### config.mk
export PLATFORM = sky130hd
export DESIGN_NAME = uart_axi_writer_flat
export DESIGN_NICKNAME = d
export VERILOG_FILES = /design/src/rtl/uart_dbg_pkg.sv /design/src/rtl/uart_axi_writer_if.sv /design/src/rtl/uart_frame_timer.sv /design/src/rtl/uart_axi_writer.sv /design/src/flat_wrapper.sv
export SDC_FILE = /design/constraint.sdc
export NUM_CORES = 1
export LEC_CHECK = 0
export CORE_ASPECT_RATIO = 0.5
export CORE_MARGIN = 2
export CORE_UTILIZATION = 46
export DETAILED_ROUTE_END_ITERATION = 8
export PLACE_DENSITY = 0.73
export SLEW_MARGIN = 20
export SYNTH_ARGS = -nofsm -noshare
export SYNTH_HDL_FRONTEND = slang
export SYNTH_SLANG_ARGS = --single-unit
export TNS_END_PERCENT = 100
### constraint.sdc
create_clock -name a_clk -period 2.51 [get_ports a_clk]
set_clock_uncertainty 0.05 [all_clocks]
set_input_delay 0.502 -clock a_clk [delete_from_list [all_inputs] [get_ports a_clk]]
set_output_delay 0.502 -clock a_clk [all_outputs]
set_load 0.03 [all_outputs]
### src/rtl/uart_dbg_pkg.sv
// Shared definitions for the UART debug write path: command/status byte
// codes, AXI4-Lite constants, bus widths and the writer state encoding.
package uart_dbg_pkg;

    localparam int unsigned BYTE_W = 8;
    localparam int unsigned ADDR_W = 12;
    localparam int unsigned DATA_W = 16;

    localparam logic [BYTE_W-1:0] CMD_WRITE = 8'h57;   // 'W'
    localparam logic [BYTE_W-1:0] ST_OK     = 8'h4B;   // 'K'
    localparam logic [BYTE_W-1:0] ST_ERR    = 8'h45;   // 'E'
    localparam logic [BYTE_W-1:0] ST_BADCMD = 8'h3F;   // '?'

    localparam logic [1:0] RESP_OKAY = 2'b00;
    localparam logic [2:0] AXI_PROT  = 3'b000;
    localparam logic [1:0] AXI_STRB  = 2'b11;

    typedef enum logic [2:0] {
        S_IDLE,
        S_A_HI,
        S_A_LO,
        S_D_HI,
        S_D_LO,
        S_WRITE,
        S_RESP,
        S_SEND
    } wr_state_e;

    // True while a frame is partially received (byte collection states).
    function automatic logic is_frame_state(input wr_state_e s);
        return (s == S_A_HI) || (s == S_A_LO) || (s == S_D_HI) || (s == S_D_LO);
    endfunction

endpackage

### src/rtl/uart_axi_writer_if.sv
// Bundle of the writer's byte streams and AXI4-Lite write channels.
//   rx_*  : byte stream from uart_rx       tx_* : status byte to uart_tx
//   aw_*  : write address channel          w_*  : write data channel
//   b_*   : write response channel
// master = the writer, slave = its environment (UART + responder).
interface uart_axi_writer_if;
    import uart_dbg_pkg::*;

    logic [BYTE_W-1:0] rx_data;
    logic              rx_valid;
    logic              rx_ready;
    logic [BYTE_W-1:0] tx_data;
    logic              tx_valid;
    logic              tx_ready;
    logic              aw_valid;
    logic              aw_ready;
    logic [ADDR_W-1:0] aw_addr;
    logic [2:0]        aw_prot;
    logic              w_valid;
    logic              w_ready;
    logic [DATA_W-1:0] w_data;
    logic [1:0]        w_strb;
    logic              b_valid;
    logic              b_ready;
    logic [1:0]        b_resp;

    modport master (
        input  rx_data, rx_valid, tx_ready, aw_ready, w_ready, b_valid, b_resp,
        output rx_ready, tx_data, tx_valid, aw_valid, aw_addr, aw_prot,
               w_valid, w_data, w_strb, b_ready
    );

    modport slave (
        output rx_data, rx_valid, tx_ready, aw_ready, w_ready, b_valid, b_resp,
        input  rx_ready, tx_data, tx_valid, aw_valid, aw_addr, aw_prot,
               w_valid, w_data, w_strb, b_ready
    );

endinterface

### src/rtl/uart_frame_timer.sv
// Inter-byte timeout: down-counter loaded with TIMEOUT on clr, counting while
// en is high; expire_c pulses on the TIMEOUT-th enabled cycle after the load.
//   clk, rst_n : clock, async active-low reset
//   en         : count enable (frame partially received)
//   clr        : reload (byte accepted); has priority over expiry
//   expire_c   : one-cycle expiry pulse (combinational); TIMEOUT = 0 disables
module uart_frame_timer #(
    parameter int unsigned TIMEOUT = 1_000_000
) (
    input  logic clk,
    input  logic rst_n,
    input  logic en,
    input  logic clr,
    output logic expire_c
);

    localparam int unsigned CNT_W = (TIMEOUT < 2) ? 1 : $clog2(TIMEOUT + 1);

    logic [CNT_W-1:0] cnt;

    // Reload on clear, otherwise count down to zero while enabled.
    always_ff @(posedge clk or negedge rst_n) begin
        if (!rst_n) begin
            cnt <= '0;
        end else if (clr) begin
            cnt <= CNT_W'(TIMEOUT);
        end else if (en && (cnt != '0)) begin
            cnt <= cnt - CNT_W'(1);
        end
    end

    // Count 1 marks the last cycle of the window.
    assign expire_c = (TIMEOUT != 0) && en && !clr && (cnt == CNT_W'(1));

endmodule

### src/rtl/uart_axi_writer.sv
// UART-driven AXI4-Lite write initiator. Collects 'W' addr_hi addr_lo
// data_hi data_lo from the rx stream, issues one AW/W/B write and returns a
// status byte ('K', 'E', or '?' for an unknown command) on the tx stream.
//   a_clk, a_rst : clock, async active-low reset
//   bus          : rx/tx byte streams and AXI4-Lite write channels (master)
module uart_axi_writer
    import uart_dbg_pkg::*;
#(
    parameter int unsigned TIMEOUT = 1_000_000
) (
    input  logic               a_clk,
    input  logic               a_rst,
    uart_axi_writer_if.master  bus
);

    wr_state_e         state;
    logic              rx_ready_q;
    logic              tx_valid_q;
    logic [BYTE_W-1:0] tx_data_q;
    logic              aw_valid_q;
    logic              w_valid_q;
    logic              b_ready_q;
    logic [ADDR_W-1:0] aw_addr_q;
    logic [DATA_W-1:0] w_data_q;

    logic rx_fire_c;
    logic in_frame_c;
    logic expire_c;
    logic aw_left_c;
    logic w_left_c;

    assign rx_fire_c  = bus.rx_valid & rx_ready_q;
    assign in_frame_c = is_frame_state(state);
    // A channel is still outstanding after this cycle if its valid misses ready.
    assign aw_left_c  = aw_valid_q & ~bus.aw_ready;
    assign w_left_c   = w_valid_q & ~bus.w_ready;

    uart_frame_timer #(
        .TIMEOUT (TIMEOUT)
    ) u_timer (
        .clk      (a_clk),
        .rst_n    (a_rst),
        .en       (in_frame_c),
        .clr      (rx_fire_c),
        .expire_c (expire_c)
    );

    // Frame FSM with registered outputs; each transition sets the output
    // values that belong to the target state.
    always_ff @(posedge a_clk or negedge a_rst) begin
        if (!a_rst) begin
            state      <= S_IDLE;
            rx_ready_q <= 1'b1;
            tx_valid_q <= 1'b0;
            tx_data_q  <= '0;
            aw_valid_q <= 1'b0;
            w_valid_q  <= 1'b0;
            b_ready_q  <= 1'b0;
            aw_addr_q  <= '0;
            w_data_q   <= '0;
        end else begin
            case (state)
                S_IDLE: begin
                    if (rx_fire_c) begin
                        if (bus.rx_data == CMD_WRITE) begin
                            state <= S_A_HI;
                        end else begin
                            state      <= S_SEND;
                            rx_ready_q <= 1'b0;
                            tx_valid_q <= 1'b1;
                            tx_data_q  <= ST_BADCMD;
                        end
                    end
                end
                S_A_HI: begin
                    if (rx_fire_c) begin
                        // Only 12 address bits exist; the high nibble is dropped.
                        aw_addr_q <= {bus.rx_data[3:0], aw_addr_q[7:0]};
                        state     <= S_A_LO;
                    end else if (expire_c) begin
                        state <= S_IDLE;
                    end
                end
                S_A_LO: begin
                    if (rx_fire_c) begin
                        aw_addr_q <= {aw_addr_q[11:8], bus.rx_data};
                        state     <= S_D_HI;
                    end else if (expire_c) begin
                        state <= S_IDLE;
                    end
                end
                S_D_HI: begin
                    if (rx_fire_c) begin
                        w_data_q <= {bus.rx_data, w_data_q[7:0]};
                        state    <= S_D_LO;
                    end else if (expire_c) begin
                        state <= S_IDLE;
                    end
                end
                S_D_LO: begin
                    if (rx_fire_c) begin
                        w_data_q   <= {w_data_q[15:8], bus.rx_data};
                        state      <= S_WRITE;
                        rx_ready_q <= 1'b0;
                        aw_valid_q <= 1'b1;
                        w_valid_q  <= 1'b1;
                    end else if (expire_c) begin
                        state <= S_IDLE;
                    end
                end
                S_WRITE: begin
                    // AW and W complete independently; a done channel stays low.
                    if (bus.aw_ready) aw_valid_q <= 1'b0;
                    if (bus.w_ready)  w_valid_q  <= 1'b0;
                    if (!aw_left_c && !w_left_c) begin
                        state     <= S_RESP;
                        b_ready_q <= 1'b1;
                    end
                end
                S_RESP: begin
                    if (bus.b_valid) begin
                        state      <= S_SEND;
                        b_ready_q  <= 1'b0;
                        tx_valid_q <= 1'b1;
                        tx_data_q  <= (bus.b_resp == RESP_OKAY) ? ST_OK : ST_ERR;
                    end
                end
                S_SEND: begin
                    if (bus.tx_ready) begin
                        state      <= S_IDLE;
                        tx_valid_q <= 1'b0;
                        rx_ready_q <= 1'b1;
                    end
                end
                default: begin
                    state <= S_IDLE;
                end
            endcase
        end
    end

    assign bus.rx_ready = rx_ready_q;
    assign bus.tx_valid = tx_valid_q;
    assign bus.tx_data  = tx_data_q;
    assign bus.aw_valid = aw_valid_q;
    assign bus.aw_addr  = aw_addr_q;
    assign bus.aw_prot  = AXI_PROT;
    assign bus.w_valid  = w_valid_q;
    assign bus.w_data   = w_data_q;
    assign bus.w_strb   = AXI_STRB;
    assign bus.b_ready  = b_ready_q;

endmodule

### src/flat_wrapper.sv
// flat-port wrapper written by rule: the top's interface ports become plain ports
module uart_axi_writer_flat import uart_dbg_pkg::*;
#(
    parameter int unsigned TIMEOUT = 1_000_000
)
  (a_clk, a_rst, bus_rx_data, bus_rx_valid, bus_tx_ready, bus_aw_ready, bus_w_ready, bus_b_valid, bus_b_resp, bus_rx_ready, bus_tx_data, bus_tx_valid, bus_aw_valid, bus_aw_addr, bus_aw_prot, bus_w_valid, bus_w_data, bus_w_strb, bus_b_ready);
  uart_axi_writer_if bus_i ();
  input  logic a_clk;
  input  logic a_rst;
  input wire logic [$bits(bus_i.rx_data)-1:0] bus_rx_data;
  input wire logic [$bits(bus_i.rx_valid)-1:0] bus_rx_valid;
  input wire logic [$bits(bus_i.tx_ready)-1:0] bus_tx_ready;
  input wire logic [$bits(bus_i.aw_ready)-1:0] bus_aw_ready;
  input wire logic [$bits(bus_i.w_ready)-1:0] bus_w_ready;
  input wire logic [$bits(bus_i.b_valid)-1:0] bus_b_valid;
  input wire logic [$bits(bus_i.b_resp)-1:0] bus_b_resp;
  output wire logic [$bits(bus_i.rx_ready)-1:0] bus_rx_ready;
  output wire logic [$bits(bus_i.tx_data)-1:0] bus_tx_data;
  output wire logic [$bits(bus_i.tx_valid)-1:0] bus_tx_valid;
  output wire logic [$bits(bus_i.aw_valid)-1:0] bus_aw_valid;
  output wire logic [$bits(bus_i.aw_addr)-1:0] bus_aw_addr;
  output wire logic [$bits(bus_i.aw_prot)-1:0] bus_aw_prot;
  output wire logic [$bits(bus_i.w_valid)-1:0] bus_w_valid;
  output wire logic [$bits(bus_i.w_data)-1:0] bus_w_data;
  output wire logic [$bits(bus_i.w_strb)-1:0] bus_w_strb;
  output wire logic [$bits(bus_i.b_ready)-1:0] bus_b_ready;
  assign bus_i.rx_data = bus_rx_data;
  assign bus_i.rx_valid = bus_rx_valid;
  assign bus_i.tx_ready = bus_tx_ready;
  assign bus_i.aw_ready = bus_aw_ready;
  assign bus_i.w_ready = bus_w_ready;
  assign bus_i.b_valid = bus_b_valid;
  assign bus_i.b_resp = bus_b_resp;
  assign bus_rx_ready = bus_i.rx_ready;
  assign bus_tx_data = bus_i.tx_data;
  assign bus_tx_valid = bus_i.tx_valid;
  assign bus_aw_valid = bus_i.aw_valid;
  assign bus_aw_addr = bus_i.aw_addr;
  assign bus_aw_prot = bus_i.aw_prot;
  assign bus_w_valid = bus_i.w_valid;
  assign bus_w_data = bus_i.w_data;
  assign bus_w_strb = bus_i.w_strb;
  assign bus_b_ready = bus_i.b_ready;
  uart_axi_writer #(.TIMEOUT(TIMEOUT)) u_core (.a_clk(a_clk), .a_rst(a_rst), .bus(bus_i));
endmodule
After elaboration in Yosys (flattened, before gate mapping)
Cells that the tools add are included.
- add/sub/neg operators: 1
- multiply operators: 0
- div/mod/pow operators: 0
- magnitude comparators: 0
- equal/unequal tests: 17
- shift operators: 0
- muxes and demuxes: 42
- bitwise operators: 9
- reductions and logical operators: 30
- operators with widths (operator ; count):
    2-to-1 mux 20 bit ; 2
    2-to-1 mux 8 bit ; 5
    one-hot mux 16 bit (2 select lines) ; 1
    2-to-1 mux 3 bit ; 10
    one-hot mux 12 bit (2 select lines) ; 1
    one-hot mux 3 bit (8 select lines) ; 1
    AND reduction 3 bit ; 7
    equality test 20 x 1 -> 1 bit, second input constant ; 1
    nonzero test 20 bit ; 1
    subtractor 20 x 1 -> 20 bit, second input constant ; 1
    2-to-1 mux 16 bit ; 1
    one-hot mux 8 bit (2 select lines) ; 1
    != test 2 bit, second input constant ; 7
    2-to-1 mux 1 bit ; 13
    equality test 3 bit, second input constant ; 4
    2-to-1 mux 12 bit ; 1
    AND reduction 5 bit ; 2
    equality test 8 x 7 -> 1 bit, second input constant ; 1
    AND reduction 4 bit ; 2
    nonzero test 2 bit ; 4
    equality test 3 x 2 -> 1 bit, second input constant ; 2
    inverter 1 bit ; 6
    one-hot mux 1 bit (2 select lines) ; 3
    one-hot mux 1 bit (3 select lines) ; 2
    10 further kinds ; 20
- flip-flop bits (word level): 64
- latch bits: 0
- memory bits (writable): 0
- memory bits (read-only): 0
- bits of input ports: 17
- output and inout port bits: 46
- logic and storage cells: 111
- memories kept: 0

Depth between registers and ports, before layout
- word-level depth: 9
- gate-level depth with buffers: 8
- mapped depth without buffers: 7

Cells and area by module
Synthesis repeated with hierarchy kept, for this count alone.
- cells, all modules: 324
- area total of the unflattened synthesis: 3350.7 um^2
- by module, submodules not included (module ; instances ; cells an instance ; area each (um^2) ; seq. area each (um^2)):
    uart_axi_writer ; 1 ; 181 ; 2001.9 ; 1027.2
    uart_frame_timer ; 1 ; 143 ; 1348.8 ; 500.5

Least setup slack after synthesis
Ideal clock, no wire load.
- kind: flip-flop to flip-flop
- start: register u_core.u_timer.cnt[15]
- end: register u_core.u_timer.cnt[10]
- library setup time: 0.130 ns
- arrival: 2.387 ns
- data required time: 2.330 ns
- path slack: -0.056 ns
- stages on the path, launching flop included: 6
- buffers on the path: 0
- period minus slack after synthesis: 2.566 ns
- path through: dfrtp_1 > or4_2 > or3_2 > o41ai_1 > or4_2 > a21oi_1
- longest elaborated chain between the ends: 3
- ends and longest elaborated chain (element ; RTL line ; RTL):
    from (decl) ; uart_frame_timer.sv:19 ; logic [CNT_W-1:0] cnt;
    from (signal assigned) ; uart_frame_timer.sv:26 ; cnt <= CNT_W'(TIMEOUT);
    from (signal assigned) ; uart_frame_timer.sv:28 ; cnt <= cnt - CNT_W'(1);
    nonzero test 20 bit ; uart_frame_timer.sv:27 ; end else if (en && (cnt != '0)) begin
    logical AND 1 bit ; uart_frame_timer.sv:27 ;
    nonzero test 2 bit (no source line) ; n/a ;
No other way between the ends.
A chain may end at the register's enable or synchronous reset.

Final worst setup path
- start: register u_core.u_timer.cnt[4]
- end: register u_core.u_timer.cnt[16]
- longest elaborated chain between the ends: 3
- elaborated cells on any way between the ends: 6
- those cells by class: add/sub (1); mux (2); reduce/logical (3)
- ends and longest elaborated chain (element ; RTL line):
    subtractor 20 x 1 -> 20 bit / nonzero test 20 bit (equally long branches) ; uart_frame_timer.sv:28, uart_frame_timer.sv:27
    2-to-1 mux 20 bit / logical AND 1 bit (equally long branches) ; uart_frame_timer.sv:27
    2-to-1 mux 20 bit / nonzero test 2 bit (equally long branches) ; n/a
Parallel ways exist; a longest one is shown, timed or not. The select of a mux whose other input is x is not followed.

==> key figures <==
Run status
  – Status: finished with violations
  – Violated checks: negative setup slack

Finish
  – Commonest non-fill, non-tap cell in the layout: dfrtp_1
  – Area Overhead vs Synth: 41.16%
  – Post-Layout Cell Count: 497
  – Final instance area: 4364 um^2
  – Final nets: 421
  – Most frequent cells in the layout: dfrtp_1, clkdlybuf4s50_1, buf_4
  – Number of diodes: 0
  – Share of post-route cells with drive strength above 1: 26.17%

Floorplanning
  – Core box area: 6595 um^2
  – Die area: 7433 um^2
  – Die H: 61.97 um
  – # IOs: 63
  – Initial Utilization: 46.88%
  – Core Rows: 21
  – DIE WIDTH: 119.9 um

STA
  – Max Clk Rate: 392.5 MHz
  – Setup ws final: -0.03784 ns
  – Min cycle time layout: 2.548 ns
  – # setup viols final: 2
  – Worst-margin pin slew: 0.6496 ns
  – Fin. max-slew vios: 0
  – Worst hold margin: 0.08989 ns
  – Unrepaired setup endpoints after global routing: true
  – Endpoints failing hold: 0
  – Slew HR: 55.58%
  – Post-route clock period utilization: 101.5%

Setup path
  – Worst setup path category: reg -> reg
  – Critical Path End Type: register
  – Arrival time worst endpoint: 2.76 ns
  – Crit path required time: 2.72 ns
  – FF-to-FF End: u_core.u_timer.cnt[16]
  – R2R depth: 5
  – Crit path launch type: register
  – CP Max Fanout: 4
  – Worst r2r src: u_core.u_timer.cnt[4]
  – R2R Setup Slk: -0.04 ns

Placed design
  – GPL Wtd Cong: 0.8180
  – Area after DPL: 3999 um^2
  – Hpwl dp: 5757 um
  – Buffers on Ports: 56
  – Placed instance count: 481

Global routing
  – Routing usage on met3: 7.208%
  – Vias in the first global route: 2752
  – GR Overflow Total: 0
  – Pin count of the biggest net entering global routing: 28
  – Initial antenna violation count: 0
  – First-pass GRT wire length: 13070 um
  – Met1 Usage GRT: 27.26%
  – M2 GR Usage: 41.07%
  – Tot GR Track Use: 23.13%
  – GR peak layer: met2

CTS
  – Clock slew at reported path FFs: 0.05 ns
  – Sink Count: 61
  – Clk root buf: clkbuf_16
  – Num CTS Buffers: 9
  – CTS H-tree lvls: 3
  – Clk_lat worst skew: 0.33 ns
  – Hold Buf Count CTS: 0
  – CTS tree: done
  – Worst-case clock buffer depth: 2

Synth
  – Main synth FF type: dfrtp_1
  – Synthesized flop and latch total: 61
  – Number of flops mapped to enable cells by yosys: 0
  – Largest area contributor in the netlist: dfrtp_1
  – Top cells by area, synth: dfrtp_1, mux2_2, nand2_1
  – Post-synth cell types: 47
  – Syn Area/Cell: 10.04 um^2
  – Post-synthesis sequential area ratio: 49.41%
  – Synth async-reset ratio: 100.0%
  – Synth Instances: 308
  – Post-synth top area share: 48.56%
  – Synth warn: 0
  – Cell Area, Synth: 3092 um^2

Detailed routing
  – Pre-Repair DR Iteration Count: 4
  – Drt initial violations: 185
  – Vias: 2736
  – DR WL/cell: 15.91 um
  – Post-route ant nets: 0
  – Detailed-route wire length: 7909 um
  – Drt drc: 0
  – Vias per inst: 5.505

Pwr
  – Max rail drop VDD: 0.0003378 V
  – Static Leakage: 1.930 nW
  – Pwr/cell area: 510.4 nW/um^2
  – Total power: 2.227 mW

Job
  – Max-cap violations: 0

Worst hold path
  – HP Class: in -> async
## final cells by class
type                            count  area (um^2)
Clock buffer                       12        266.5
Clock inverter                      3        20.02
Fill cell                         530         2231
Inverter                            5        18.77
Multi-Input combinational cell    222         1499
Sequential cell                    61         1528
Tap cell                           92        115.1
Timing Repair Buffer              102        917.1
## through the flow
| step | util, % | TNS [ns] | setup WS, ns |
|---|---|---|---|
| finish | 66.17 | -0.07385 | -0.03784 |
| global placement | 60.63 | -0.1389 | -0.1089 |
| CTS | 65.34 | -0.09344 | -0.03229 |
| floorplan | - | -0.08163 | -0.04088 |
| detailed placement | 60.63 | -0.2496 | -0.1425 |
| global route | 66.17 | -0.2516 | -0.08497 |
## state kept, by name, summed over array words and instances (netlist names)
name                 cells
u_core.bus.aw_addr      12
u_core.bus.aw_valid      1
u_core.bus.b_ready       1
u_core.bus.rx_ready      1
u_core.bus.tx_data       5
u_core.bus.tx_valid      1
u_core.bus.w_data       16
u_core.bus.w_valid       1
u_core.state             3
u_core.u_timer.cnt      20
## synth_stat cells (5+ instances only)
| cell type | n |
|---|---|
| dfrtp_1 | 60 |
| nand2_1 | 35 |
| o21ai_0 | 25 |
| mux2_2 | 20 |
| a21oi_1 | 17 |
| nor2_1 | 12 |
| o31ai_1 | 12 |
| or4_1 | 12 |
| clkbuf_1 | 10 |
| nand3_1 | 10 |
| or3_1 | 10 |
| buf_4 | 9 |
| inv_1 | 5 |
| nor3_1 | 5 |
| or2_2 | 5 |
## worst max path at each step
| stage | startpoint | endpoint |
|---|---|---|
| floorplan | u_core.u_timer.cnt[3] | u_core.u_timer.cnt[17] |
| global placement | bus_rx_valid | u_core.u_timer.cnt[10] |
| detailed placement | bus_rx_valid | u_core.u_timer.cnt[10] |
| CTS | u_core.u_timer.cnt[3] | u_core.u_timer.cnt[16] |
| global route | u_core.u_timer.cnt[4] | u_core.u_timer.cnt[16] |
| finish | u_core.u_timer.cnt[4] | u_core.u_timer.cnt[16] |
## critical path: stages, from the launching register on
cell	delay, ns
dfrtp_1	0.37
or4_4	0.58
or4_4	0.46
or4_4	0.46
or4_4	0.50
nand3_2	0.08
## power by group
part | leakage, nW | internal [mW] | switching [mW] | total [mW]
clock | 0.137 | 0.739 | 0.420 | 1.16
sequential | 0.812 | 0.985 | 0 | 0.985
combinational | 0.980 | 0.0348 | 0.0478 | 0.0827
## per-layer routing
layer  up-vias  share of wire (%)
met3        12                4.1
met5         -                  0
met4         0                1.7
met1      1356                 43
li1       1309                  -
met2        59                 51
## what timing repair did
action / CTS / global route
endpoints found under the setup margin: 8 / 15
buffers inserted: 0 / 1
resized for setup: 5 / 14
pin swaps: 0 / 2
## cells by family after synthesis
logic type / synth area share (%)
buf+inv: 5.018
mux: 7.932
fa+ha+maj: 1.214
xor+xnor: 0.8500
other cells: 0.2429
simple gates: 20.88
flops: 49.41
compound gates: 14.45
No activity file was read; power rests on OpenSTA's default activity.
